==> src/rtl/bp_resolve_queue.sv <==
// In-order queue of predictor snapshots for branches in flight. Pops the oldest entry on
// resolve, produces the registered saturating-counter update and flags mispredicts with a redirect.
module bp_resolve_queue #(
  parameter  int DEPTH = 8,
  localparam int PTR_W = $clog2(DEPTH)
) (
  input  logic             clk,
  input  logic             rst,
  input  logic             pred_valid,
  input  logic [31:0]      pred_pc,
  input  logic [31:0]      pred_target,
  input  logic [4:0]       pred_bhrt_index,
  input  logic [5:0]       pred_bhr,
  input  logic [1:0]       pred_state,
  input  logic             res_valid,
  input  logic             res_taken,
  input  logic [31:0]      res_target,
  output logic             full,
  output logic             empty,
  output logic [PTR_W:0]   count,
  output logic             upd_valid,
  output logic [4:0]       upd_bhrt_index,
  output logic [5:0]       upd_bhr,
  output logic [1:0]       upd_state,
  output logic             upd_taken,
  output logic             mispredict,
  output logic [31:0]      redirect_pc,
  output logic             proto_err
);

  // Snapshot storage is data only; validity is tracked purely by the pointers and count.
  logic [31:0]      r_pc    [DEPTH];
  logic [31:0]      r_tgt   [DEPTH];
  logic [4:0]       r_idx   [DEPTH];
  logic [5:0]       r_bhr   [DEPTH];
  logic [1:0]       r_state [DEPTH];

  logic [PTR_W-1:0] r_wr_ptr;
  logic [PTR_W-1:0] r_rd_ptr;
  logic [PTR_W:0]   r_count;

  logic             w_pop;
  logic             w_push;
  logic             w_fetch_ok;
  logic             w_mis;
  logic             w_proto;
  logic             w_head_taken;
  logic [31:0]      w_head_pc;
  logic [31:0]      w_head_tgt;
  logic [1:0]       w_head_state;

  function automatic logic [1:0] sat_next(input logic [1:0] st, input logic taken);
    logic [1:0] nxt;
    if (taken) nxt = (st == 2'b11) ? 2'b11 : st + 2'b01;
    else       nxt = (st == 2'b00) ? 2'b00 : st - 2'b01;
    return nxt;
  endfunction

  function automatic logic [31:0] seq_pc(input logic [31:0] pc);
    return pc + 32'd4;
  endfunction

  assign full  = (r_count == (PTR_W+1)'(DEPTH));
  assign empty = (r_count == '0);
  assign count = r_count;

  assign w_head_pc    = r_pc[r_rd_ptr];
  assign w_head_tgt   = r_tgt[r_rd_ptr];
  assign w_head_state = r_state[r_rd_ptr];
  assign w_head_taken = w_head_state[1];

  assign w_pop = res_valid && !empty;
  assign w_mis = w_pop && ((w_head_taken != res_taken) ||
                           (res_taken && w_head_taken && (res_target != w_head_tgt)));

  // Fetch is wrong-path both on the squashing edge and while the redirect pulse is out.
  assign w_fetch_ok = pred_valid && !mispredict && !w_mis;
  assign w_push     = w_fetch_ok && (!full || w_pop);
  assign w_proto    = (pred_valid && !mispredict && full && !w_pop) || (res_valid && empty);

  always_ff @(posedge clk) begin
    if (w_push) begin
      r_pc[r_wr_ptr]    <= pred_pc;
      r_tgt[r_wr_ptr]   <= pred_target;
      r_idx[r_wr_ptr]   <= pred_bhrt_index;
      r_bhr[r_wr_ptr]   <= pred_bhr;
      r_state[r_wr_ptr] <= pred_state;
    end
  end

  always_ff @(posedge clk or negedge rst) begin
    if (!rst) begin
      r_wr_ptr       <= '0;
      r_rd_ptr       <= '0;
      r_count        <= '0;
      upd_valid      <= 1'b0;
      upd_bhrt_index <= '0;
      upd_bhr        <= '0;
      upd_state      <= '0;
      upd_taken      <= 1'b0;
      mispredict     <= 1'b0;
      redirect_pc    <= '0;
      proto_err      <= 1'b0;
    end else begin
      upd_valid  <= w_pop;
      mispredict <= w_mis;
      if (w_pop) begin
        upd_bhrt_index <= r_idx[r_rd_ptr];
        upd_bhr        <= r_bhr[r_rd_ptr];
        upd_state      <= sat_next(w_head_state, res_taken);
        upd_taken      <= res_taken;
      end
      if (w_mis)
        redirect_pc <= res_taken ? res_target : seq_pc(w_head_pc);
      if (w_proto)
        proto_err <= 1'b1;
      // A mispredict kills every younger entry; the same-cycle push was already suppressed.
      if (w_mis) begin
        r_rd_ptr <= r_wr_ptr;
        r_count  <= '0;
      end else begin
        if (w_push) r_wr_ptr <= r_wr_ptr + 1'b1;
        if (w_pop)  r_rd_ptr <= r_rd_ptr + 1'b1;
        r_count <= r_count + {{PTR_W{1'b0}}, w_push} - {{PTR_W{1'b0}}, w_pop};
      end
    end
  end

endmodule

==> config.mk <==
export PLATFORM = sky130hd
export DESIGN_NAME = bp_resolve_queue
export DESIGN_NICKNAME = d
export VERILOG_FILES = /design/src/rtl/bp_resolve_queue.sv
export SDC_FILE = /design/constraint.sdc
export NUM_CORES = 1
export LEC_CHECK = 0
export ABC_CLOCK_PERIOD_IN_PS = 14700
export CAP_MARGIN = 20
export CORE_ASPECT_RATIO = 0.5
export CORE_UTILIZATION = 30
export DETAILED_ROUTE_END_ITERATION = 8
export HOLD_SLACK_MARGIN = 0.08
export SLEW_MARGIN = 10
export SYNTH_ARGS = -nofsm -noshare
export SYNTH_HDL_FRONTEND = slang
export SYNTH_SLANG_ARGS = --single-unit
==> constraint.sdc <==
create_clock -name clk -period 14.7 [get_ports clk]
set_input_delay 4.41 -clock clk [delete_from_list [all_inputs] [get_ports clk]]
set_output_delay 4.41 -clock clk [all_outputs]
set_load 0.005 [all_outputs]
==> impl_results.md, run 1 <==
* Post-route ant nets at 0
* Leakage dissipation at about 0.010 uW
* CP Capture Type: register
* Fmax at around 130 MHz
* Core area at 88500 um^2
* DRC violations left at 0
* Clock Power Share at between 20% and 30%
* Ys flop type: edfxtp_1
* Min-delay worst type: reg2reg
* Pre-Repair DR Iteration Count at 5
* Ys async rst share at 8.74%
* Syn avg cell area at around 20 um^2
* Multi-input gate area at about 6500 um^2
* Clock Tree Root: clkbuf_16
* Filler cells at roughly 8100
* Mapped cell area at 26900 um^2
* Sequential share of the synthesized area at 74.4%
* Largest net degree at the start of global routing at 63
* Slew HR at between 20% and 30%
* Routability congestion estimate at ~0.80
* Synthesized Nets at ~1500
* Synth Warn # at 0
* Yosys reg bits at about 680
* Max Cap Violations at 0
* Num CTS Buffers at between 60 and 70
* CTS tree: done
* Die Y at approximately 210 um
* Clock sink total at a little under 700
* Initial Utilization at a little under a third
* 1st-iter DRT viols at between 1000 and 1500
* Register area at 20000 um^2
* Crit path launch type: input port
* Syn-to-layout area delta at 19.2%
* Reg2reg start: r_rd_ptr[0]$_DFFE_PN0P_
* Pwr per Cell Area at between 150 and 200 nW/um^2
* Clock-pin slew on the worst setup and hold paths at roughly 0.060 ns
* Final HPWL DP at roughly 40 mm
* First-pass GRT wire length at between 90 and 100 mm
* Final hold violation count at 0
* Critical Path Start: res_target[9]
* Worst path cell trace: clkdlybuf4s50_1 -> xor2_1 -> nand4_1 -> nor4_1 -> a41o_1 -> and2_1 -> o21ai_2 -> nor4b_2 -> buf_4 -> buf_4
* Max incr delay on CP at ~0.73 ns
* Final setup vio count at 0
* Top post-synthesis cells by area: edfxtp_1 (69%), mux4_2 (11%), dfrtp_1 (5.5%)
* Worst EP arrival at approximately 8.2 ns
* Crit Path Max Fanout at between 40 and 50
* Int Power at between 4000 and 5000 uW
* Sequential power share at 41.5%
* P_sw at 1930 uW
* Setup TNS at 0 ns
* Clock Skew at around 0.026 ns
* Skew-Pair Late Insertion Delay at around 0.6 ns
* CP required at between 10 and 15 ns
* Max Slew Vio Count at 0
* Fin nets at roughly 1700
* Global-route usage over all layers at 14.0%
* Non-filler cells, final at around 2800
* Peak supply drop at approximately 0.00010 V
* Post-CTS Setup Inserts at 0
* Status: complete, no violations
* Comb pwr share at between 30% and 40%
* Grt ovf at 0
* Final Cycle Share at 54.3%
* Area fraction of the dominant cell type after synthesis at between 60 and 70%
* # IOs at approximately 170
* Average wire per standard cell at about 23 um
* # port buffers at between 150 and 200
* Vias per std cell at ~4.8
* Drt total wl at between 60 and 70 mm
* Tmin final at 7.98 ns
* Top-count cell post-synth: edfxtp_1
* EDFF count, synth at just over 600
* Core Rows at 77
* Post-cts hold buffer count at 0
* Switching share of power at 31.6%
* Placed Cells at about 2700
* Share of post-route cells with drive strength above 1 at 18.2%
* Post-CTS sizing at 0
* Die area at approximately 91000 um^2
* Commonest cells post-synth: edfxtp_1 (616), mux4_2 (136), mux2i_1 (83)
* R2R depth at 12
* Mapped Cells at around 1400
* Worst Tran Pin Value at around 1.1 ns
* Netlist cell types at 59
* Synth area leader: edfxtp_1
* Most frequent cell on the critical path: buf_4
* Die width at about 430 um
* RSZ-0062 raised after global routing: false
* CP endpoint: r_tgt[6][24]$_DFFE_PP_
* Setup CP Type: in2reg
* Flop2flop setup slack at just under 8 ns
* Longest Clk Path Bufs at 3
* Initial antenna violation count at 2
* H-tree Lvls at 3
* Antenna Cells at 0
* Vias in the first global route at approximately 14000
* Slowest cell on the critical path: buf_4
* R2r endpoint: r_tgt[6][24]$_DFFE_PP_
* Via count at approximately 13000
## worst min-delay path by stage
| stage | startpoint | to | slack (ns) | depth (start not counted) |
|---|---|---|---|---|
| final | upd_taken$_DFFE_PN0P_ | upd_taken$_DFFE_PN0P_ | 0.49 | 2 |
| after global routing | proto_err$_DFFE_PN0P_ | proto_err$_DFFE_PN0P_ | 0.51 | 1 |
| after CTS | upd_taken$_DFFE_PN0P_ | upd_taken$_DFFE_PN0P_ | 0.49 | 2 |
| after detailed placement | upd_taken$_DFFE_PN0P_ | upd_taken$_DFFE_PN0P_ | 0.48 | 2 |
| after global placement | upd_taken$_DFFE_PN0P_ | upd_taken$_DFFE_PN0P_ | 0.46 | 2 |
| after floorplan | upd_state[1]$_DFFE_PN0P_ | upd_state[1]$_DFFE_PN0P_ | 0.46 | 2 |
## per-layer routing
layer	GRT usage, %	wire [um]
met3	2.26	2530
met4	4.56	1840
met2	25.1	33500
met5	0	23
met1	17.3	25900
## flip-flops by register name, summed over array words and instances (netlist names)
name / flops
r_bhr: 48
count: 4
r_tgt: 256
r_state: 16
proto_err: 1
mispredict: 1
r_rd_ptr: 3
upd_bhr: 6
r_wr_ptr: 3
r_idx: 40
upd_taken: 1
upd_state: 2
redirect_pc: 32
upd_valid: 1
r_pc: 256
upd_bhrt_index: 5
## critical path: cells and delay by family
family                 cells  cell delay, ns
AO/OA/AOI/OAI              2            0.59
AND/OR/NAND/NOR            4            1.33
buffers and inverters      3            1.62
XOR/XNOR                   1            0.17
## metrics by stage
stage	hold slack, ns	power, uW	setup WS (ns)	cell area [um^2]	utilization [%]
after detailed placement	0.476	4530	6.06	29900	33.8
final	0.486	6090	6.72	32000	36.2
after CTS	0.491	6170	6.70	32000	36.2
after global placement	0.463	4520	6.12	29900	33.8
after global routing	0.508	6360	6.53	32000	36.2
after floorplan	0.463	3820	0.559	26900	-
## power by group through the flow
| stage | Clock, uW | Combinational, uW | Sequential, uW |
|---|---|---|---|
| 2_1_floorplan | 0 | 1290 | 2530 |
| 3_3_place_gp | 0 | 1960 | 2560 |
| 3_5_place_dp | 0 | 1960 | 2570 |
| 4_1_cts | 1670 | 1970 | 2530 |
| 5_1_grt | 1740 | 2070 | 2550 |
| 6_report | 1640 | 1920 | 2530 |
## area by class of cell
cell class | instances | share of cell area [%]
Clock buffer | 95 | 5.83
Clock inverter | 27 | 0.645
Inverter | 12 | 0.145
Multi-Input combinational cell | 598 | 20.3
Sequential cell | 675 | 62.4
Tap cell | 1185 | 4.63
Timing Repair Buffer | 200 | 5.97
## cells by family after synthesis
family | after synthesis | synth area share [%]
flip-flops | 675 | 74.4
multiplexers | 241 | 16.0
buffers and inverters | 79 | 1.59
AND/OR/NAND/NOR | 191 | 3.40
adder cells (fa/ha/maj) | 11 | 0.531
AO/OA/AOI/OAI | 96 | 2.21
XOR/XNOR | 59 | 1.92
## placed cells by master (no fill, tap or decap), drive strengths merged, types with 14 or more instances in the layout
| cell type | synthesis | final |
|---|---|---|
| edfxtp | 616 | 616 |
| clkdlybuf4s50 | 0 | 166 |
| mux4 | 146 | 146 |
| clkbuf | 20 | 95 |
| mux2i | 83 | 83 |
| nor2 | 70 | 70 |
| dfrtp | 59 | 59 |
| nand2 | 58 | 58 |
| a21oi | 47 | 47 |
| buf | 47 | 34 |
| xor2 | 31 | 31 |
| xnor2 | 28 | 28 |
| clkinv | 1 | 22 |
| inv | 11 | 14 |
(Power assumes the default switching activity.)
==> inputs of run 2 (changes only) <==
- ABC_CLOCK_PERIOD_IN_PS: 14700 -> 7700
- clock period: 14.7 -> 7.7 ns (I/O delays scaled with it)
==> impl_results.md, run 2 (same netlist as run 1, synthesis figures left out) <==
* Status: complete, no violations
* Worst EP arrival at about 5.9 ns
* Vias per std cell at ~4.7
* Via count at approximately 13000
* Placed Cells at around 2700
* DRC violations left at 0
* H-tree Lvls at 3
* Die area at ~91000 um^2
* Syn-to-layout area delta at 20.4%
* Clock Tree Root: clkbuf_16
* RSZ-0062 raised after global routing: false
* Post-CTS Setup Inserts at 0
* Post-route ant nets at 0
* Slew HR at 38.7%
* Initial Utilization at between 30% and 40%
* Tmin final at roughly 5.7 ns
* Skew-Pair Late Insertion Delay at around 0.6 ns
* Slowest cell on the critical path: dfrtp_4
* Post-cts hold buffer count at 0
* Commonest non-fill, non-tap cell in the layout: edfxtp_1
* Average wire per standard cell at about 23 um
* Num CTS Buffers at 68
* Setup CP Type: reg2reg
* Fin nets at around 1700
* CP required at 7.91 ns
* Clock-pin slew on the worst setup and hold paths at roughly 0.060 ns
* Worst Tran Pin Value at around 0.9 ns
* Final worst slack at 2.02 ns
* Final Cycle Share at 73.7%
* Pre-Repair DR Iteration Count at 5
* Max Slew Vio Count at 0
* Post-CTS sizing at 0
* Max incr delay on CP at about 0.90 ns
* Pwr per Cell Area at ~370 nW/um^2
* Core area at 88500 um^2
* Non-filler cells, final at around 2800
* Most frequent cell on the critical path: buf_4
* Clock Skew at ~0.025 ns
* # IOs at 169
* # port buffers at 168
* Grt ovf at 0
* Final HPWL DP at between 30 and 40 mm
* Crit Path Max Fanout at 43
* Crit path launch type: register
* Fmax at 176 MHz
* Peak supply drop at between 0.00015 and 0.0002 V
* Max Cap Violations at 0
* Initial antenna violation count at 3
* Final setup vio count at 0
* Biggest registers after layout: r_pc: 256 flops, r_tgt: 256 flops, r_bhr: 48 flops
* Clock sink total at 675
* Share of post-route cells with drive strength above 1 at 19.0%
* Crit path max-delay family: buffers and inverters
* Final hold violation count at 0
* Global-route usage over all layers at 14.1%
* Most frequent cells in the layout: edfxtp_1 (616), clkdlybuf4s50_1 (166), mux4_2 (136)
* Min-delay worst type: reg2reg
* Drt total wl at approximately 64 mm
* Vias in the first global route at approximately 14000
* Die width at ~430 um
* Pre-CTS WS at roughly 1.5 ns
* CTS tree: done
* First-pass GRT wire length at ~94 mm
* CP Capture Type: register
* Longest Clk Path Bufs at 3
* Buf+Inv Stages, Crit Path at 2
* Routability congestion estimate at around 0.8
* 1st-iter DRT viols at ~1000
* Core Rows at between 70 and 80
* Final Util at a little over a third
* Leakage dissipation at about 0.010 uW
* Worst path cell trace: buf_4 -> mux4_2 -> mux2i_1 -> xnor2_1 -> nor4_1 -> a41o_1 -> and2_1 -> o21ai_2 -> nor4b_4 -> buf_4
* Largest net degree at the start of global routing at just over 60
* Die Y at about 210 um
[run 2: cell count changes in the layout (fill, tap and decap cells not counted), sizes merged]
cell	before	now
bufinv	2	9
clkinv	22	20
clkinvlp	1	3
diode	0	1
clkbuf	95	89
[run 2: report_power, final]
group | internal [uW] | switching [uW]
Combinational | 1660 | 2020
Clock | 2010 | 1370
Sequential | 4550 | 338
[run 2: final timing paths]
kind / from / end / slack [ns] / cells after the start
worst min-delay path: upd_taken$_DFFE_PN0P_ / upd_taken$_DFFE_PN0P_ / 0.48 / 2
max in group asynchronous: rst / r_rd_ptr[0]$_DFFE_PN0P_ / 5.09 / 2
worst max-delay path: r_rd_ptr[0]$_DFFE_PN0P_ / r_pc[6][24]$_DFFE_PP_ / 2.02 / 10
worst max register to register: r_rd_ptr[0]$_DFFE_PN0P_ / r_pc[6][24]$_DFFE_PP_ / 2.02 / 10
worst min register to register: upd_taken$_DFFE_PN0P_ / upd_taken$_DFFE_PN0P_ / 0.48 / 2
min in group asynchronous: rst / upd_bhr[2]$_DFFE_PN0P_ / 1.91 / 2
[run 2: layer usage]
| layer | wire length, um | global-route usage [%] | vias up | part of all wire, % |
|---|---|---|---|---|
| li1 | - | - | 5866 | - |
| met1 | 26600 | 17.5 | 7032 | 41 |
| met2 | 34200 | 25.6 | 223 | 53 |
| met3 | 1950 | 1.99 | 82 | 3.0 |
| met4 | 1450 | 3.94 | 4 | 2.3 |
| met5 | 17 | 0 | - | 0.027 |
[run 2: per-stage QoR]
stage               hold slack [ns]  cell area [um^2]  total power [uW]  setup TNS (ns)
floorplan                     0.463             26900              7280         -634.37
global placement              0.457             30100              8680               0
detailed placement            0.476             30100              8710               0
CTS                           0.490             32300             12100               0
global route                  0.517             32300             12500               0
finish                        0.480             32300             11900               0
[run 2: cell type report]
cell class,count,area [um^2]
antenna,1,2.50
tap,1185,1480
timing repair buffer,200,2000
clock inverter,34,424
multi-input combinational,598,6550
sequential,675,20000
fill,8041,56200
clock buffer,89,1860
inverter,12,46.3
[run 2: worst reg2reg max path, stage by stage, from the launching register on]
cell,delay (ns)
dfrtp_4,0.90
buf_4,0.57
mux4_2,0.57
mux2i_1,0.52
xnor2_1,0.14
nor4_1,0.66
a41o_1,0.40
and2_1,0.25
o21ai_2,0.26
nor4b_4,0.31
buf_4,0.68
==> inputs of run 3 (changes only) <==
- ABC_CLOCK_PERIOD_IN_PS: 7700 -> 4800
- clock period: 7.7 -> 4.8 ns (I/O delays scaled with it)
==> impl_results.md, run 3 (same netlist as run 1, synthesis figures left out) <==
* # IOs at around 170
* Clock-pin slew on the worst setup and hold paths at 0.06 ns
* Final worst slack at approximately 0.34 ns
* Int Power at roughly 13000 uW
* Fin nets at around 1700
* R2r endpoint: r_tgt[7][19]$_DFFE_PP_
* Core area at approximately 89000 um^2
* Final setup vio count at 0
* Initial antenna violation count at 4
* Clock Skew at a little over 0.02 ns
* Num CTS Buffers at between 60 and 70
* Most frequent cells in the layout: edfxtp_1 (616), clkdlybuf4s50_1 (166), mux4_2 (136)
* Drt total wl at 64.1 mm
* Min-delay worst type: reg2reg
* Pre-CTS WS at -0.00393 ns
* CTS tree: done
* Sequential power share at about two fifths
* Final Cycle Share at between 90 and 100%
* Placed cell area at approximately 30000 um^2
* Syn-to-layout area delta at 22.3%
* Pwr per Cell Area at just under 600 nW/um^2
* Worst Tran Pin Value at 0.842 ns
* Leakage dissipation at 0.0107 uW
* Final HPWL DP at ~43 mm
* Initial Utilization at a little under a third
* Register area at 20000 um^2
* Status: complete, no violations
* Largest net degree at the start of global routing at 60
* Biggest registers after layout: r_pc: 256 flops, r_tgt: 256 flops, r_bhr: 48 flops
* Pre-Repair DR Iteration Count at 5
* Post-route ant nets at 0
* # port buffers at roughly 170
* RSZ-0062 raised after global routing: false
* Longest Clk Path Bufs at 3
* CP Capture Type: register
* Multi-input gate area at 6600 um^2
* Post-cts hold buffer count at 0
* Design Area, Final at approximately 33000 um^2
* Vias in the first global route at 13900
* Reg2reg start: r_rd_ptr[1]$_DFFE_PN0P_
* Slew HR at between 40% and 50%
* Worst EP arrival at around 4.8 ns
* Fmax at approximately 220 MHz
* Global-route usage over all layers at roughly 14%
* Worst Hold Path Cells at 1
* Vias per std cell at ~4.7
* Die width at 425 um
* 1st-iter DRT viols at ~1000
* Die area at around 90000 um^2
* Routability congestion estimate at around 0.8
* Hold Startpoint: proto_err$_DFFE_PN0P_
* P_sw at 6170 uW
* H-tree Lvls at 3
* Hold_ws at 0.485 ns
* Die Y at between 200 and 250 um
* Crit path launch type: register
* Clock Power Share at 27.2%
* Comb pwr share at between 30% and 40%
* First-pass GRT wire length at between 90 and 100 mm
* CP required at roughly 5.1 ns
* Flop2flop setup slack at 0.34 ns
* Max Slew Vio Count at 0
* Clock Tree Root: clkbuf_16
* Share of post-route cells with drive strength above 1 at around a fifth
* Filler cells at roughly 8000
* Switching share of power at between 30% and 40%
* Final hold violation count at 0
* Max Cap Violations at 0
* Pwr Total at roughly 20000 uW
* Commonest non-fill, non-tap cell in the layout: edfxtp_1
* R2R depth at 12
* DRC violations left at 0
* Core Rows at 77
* Grt ovf at 0
* Via count at about 13000
* Skew-Pair Late Insertion Delay at 0.61 ns
* Crit Path Max Fanout at 40
* Setup CP Type: reg2reg
* Peak supply drop at 0.000283 V
* Tmin final at roughly 4.5 ns
* WHS Endpoint: proto_err$_DFFE_PN0P_
* Clock sink total at a little under 700
* Average wire per standard cell at approximately 23 um
run 3: cell types whose count changed in the layout (fill, tap and decap cells not counted), moves of 4 or more:
cell	previous run	this run
bufinv_16	9	5
buf_12	7	20
clkinv_1	10	5
buf_4	25	47
clkbuf_1	14	21
nor3_4	0	4
nor3_2	7	3
run 3: worst max-delay path: stages (launching register included):
cell and delay, ns:
dfrtp_4 0.69, buf_12 0.31, mux4_2 0.39, mux2i_1 0.27, xor2_1 0.37, nand4b_1 0.14
nor4_1 0.30, a41o_1 0.37, and2_4 0.23, o21ai_4 0.14, buf_4 0.23, nor3_4 0.33
clkbuf_16 0.31
run 3: worst max path at each step:
stage | start | endpoint | slack (ns)
after global routing | r_rd_ptr[1]$_DFFE_PN0P_ | r_tgt[7][21]$_DFFE_PP_ | 0.04
after detailed placement | res_target[4] | r_tgt[7][20]$_DFFE_PP_ | -0.004
after global placement | res_target[10] | r_tgt[7][20]$_DFFE_PP_ | 0.02
after CTS | r_rd_ptr[0]$_DFFE_PN0P_ | r_tgt[7][31]$_DFFE_PP_ | 0.13
final | r_rd_ptr[1]$_DFFE_PN0P_ | r_tgt[7][19]$_DFFE_PP_ | 0.34
after floorplan | r_rd_ptr[0]$_DFFE_PN0P_ | r_bhr[2][0]$_DFFE_PP_ | -0.82
run 3: routing by layer:
| metal | up-vias | share of wire [%] | GRT usage (%) |
|---|---|---|---|
| li1 | 5945 | - | - |
| met1 | 7001 | 40 | 16.8 |
| met2 | 270 | 54 | 25.9 |
| met3 | 82 | 3.8 | 2.27 |
| met4 | 4 | 2.5 | 4.48 |
| met5 | - | 0.028 | 0 |
run 3: through the flow:
step	util [%]	instances	setup TNS, ns
floorplan	-	1352	-251.79
global placement	34.5	2706	0
detailed placement	34.5	2706	-0.0415
CTS	37.0	2832	0
global route	37.1	2835	0
finish	37.1	2835	0
run 3: area by class of cell:
type                       instances  area share (%)
sequential                       675            60.8
tap                             1185            4.51
antenna                            1         0.00762
inverter                          12           0.141
multi-input combinational        598            20.1
clock inverter                    29            1.04
clock buffer                      97            5.79
timing repair buffer             238            7.59
run 3: repair_timing:
| item | in CTS | in global routing |
|---|---|---|
| resized for setup | 0 | 5 |
| setup endpoints to repair | 0 | 270 |
| endpoints found under the hold margin | 0 | 0 |
| setup buffers | 0 | 1 |
run 3: power groups by stage:
stage | combinational [uW] | clock [uW] | sequential [uW]
after CTS | 6600 | 5400 | 7710
after detailed placement | 6580 | 0 | 7830
after global placement | 6590 | 0 | 7810
after floorplan | 4110 | 0 | 7660
final | 6520 | 5300 | 7670
after global routing | 6980 | 5610 | 7750
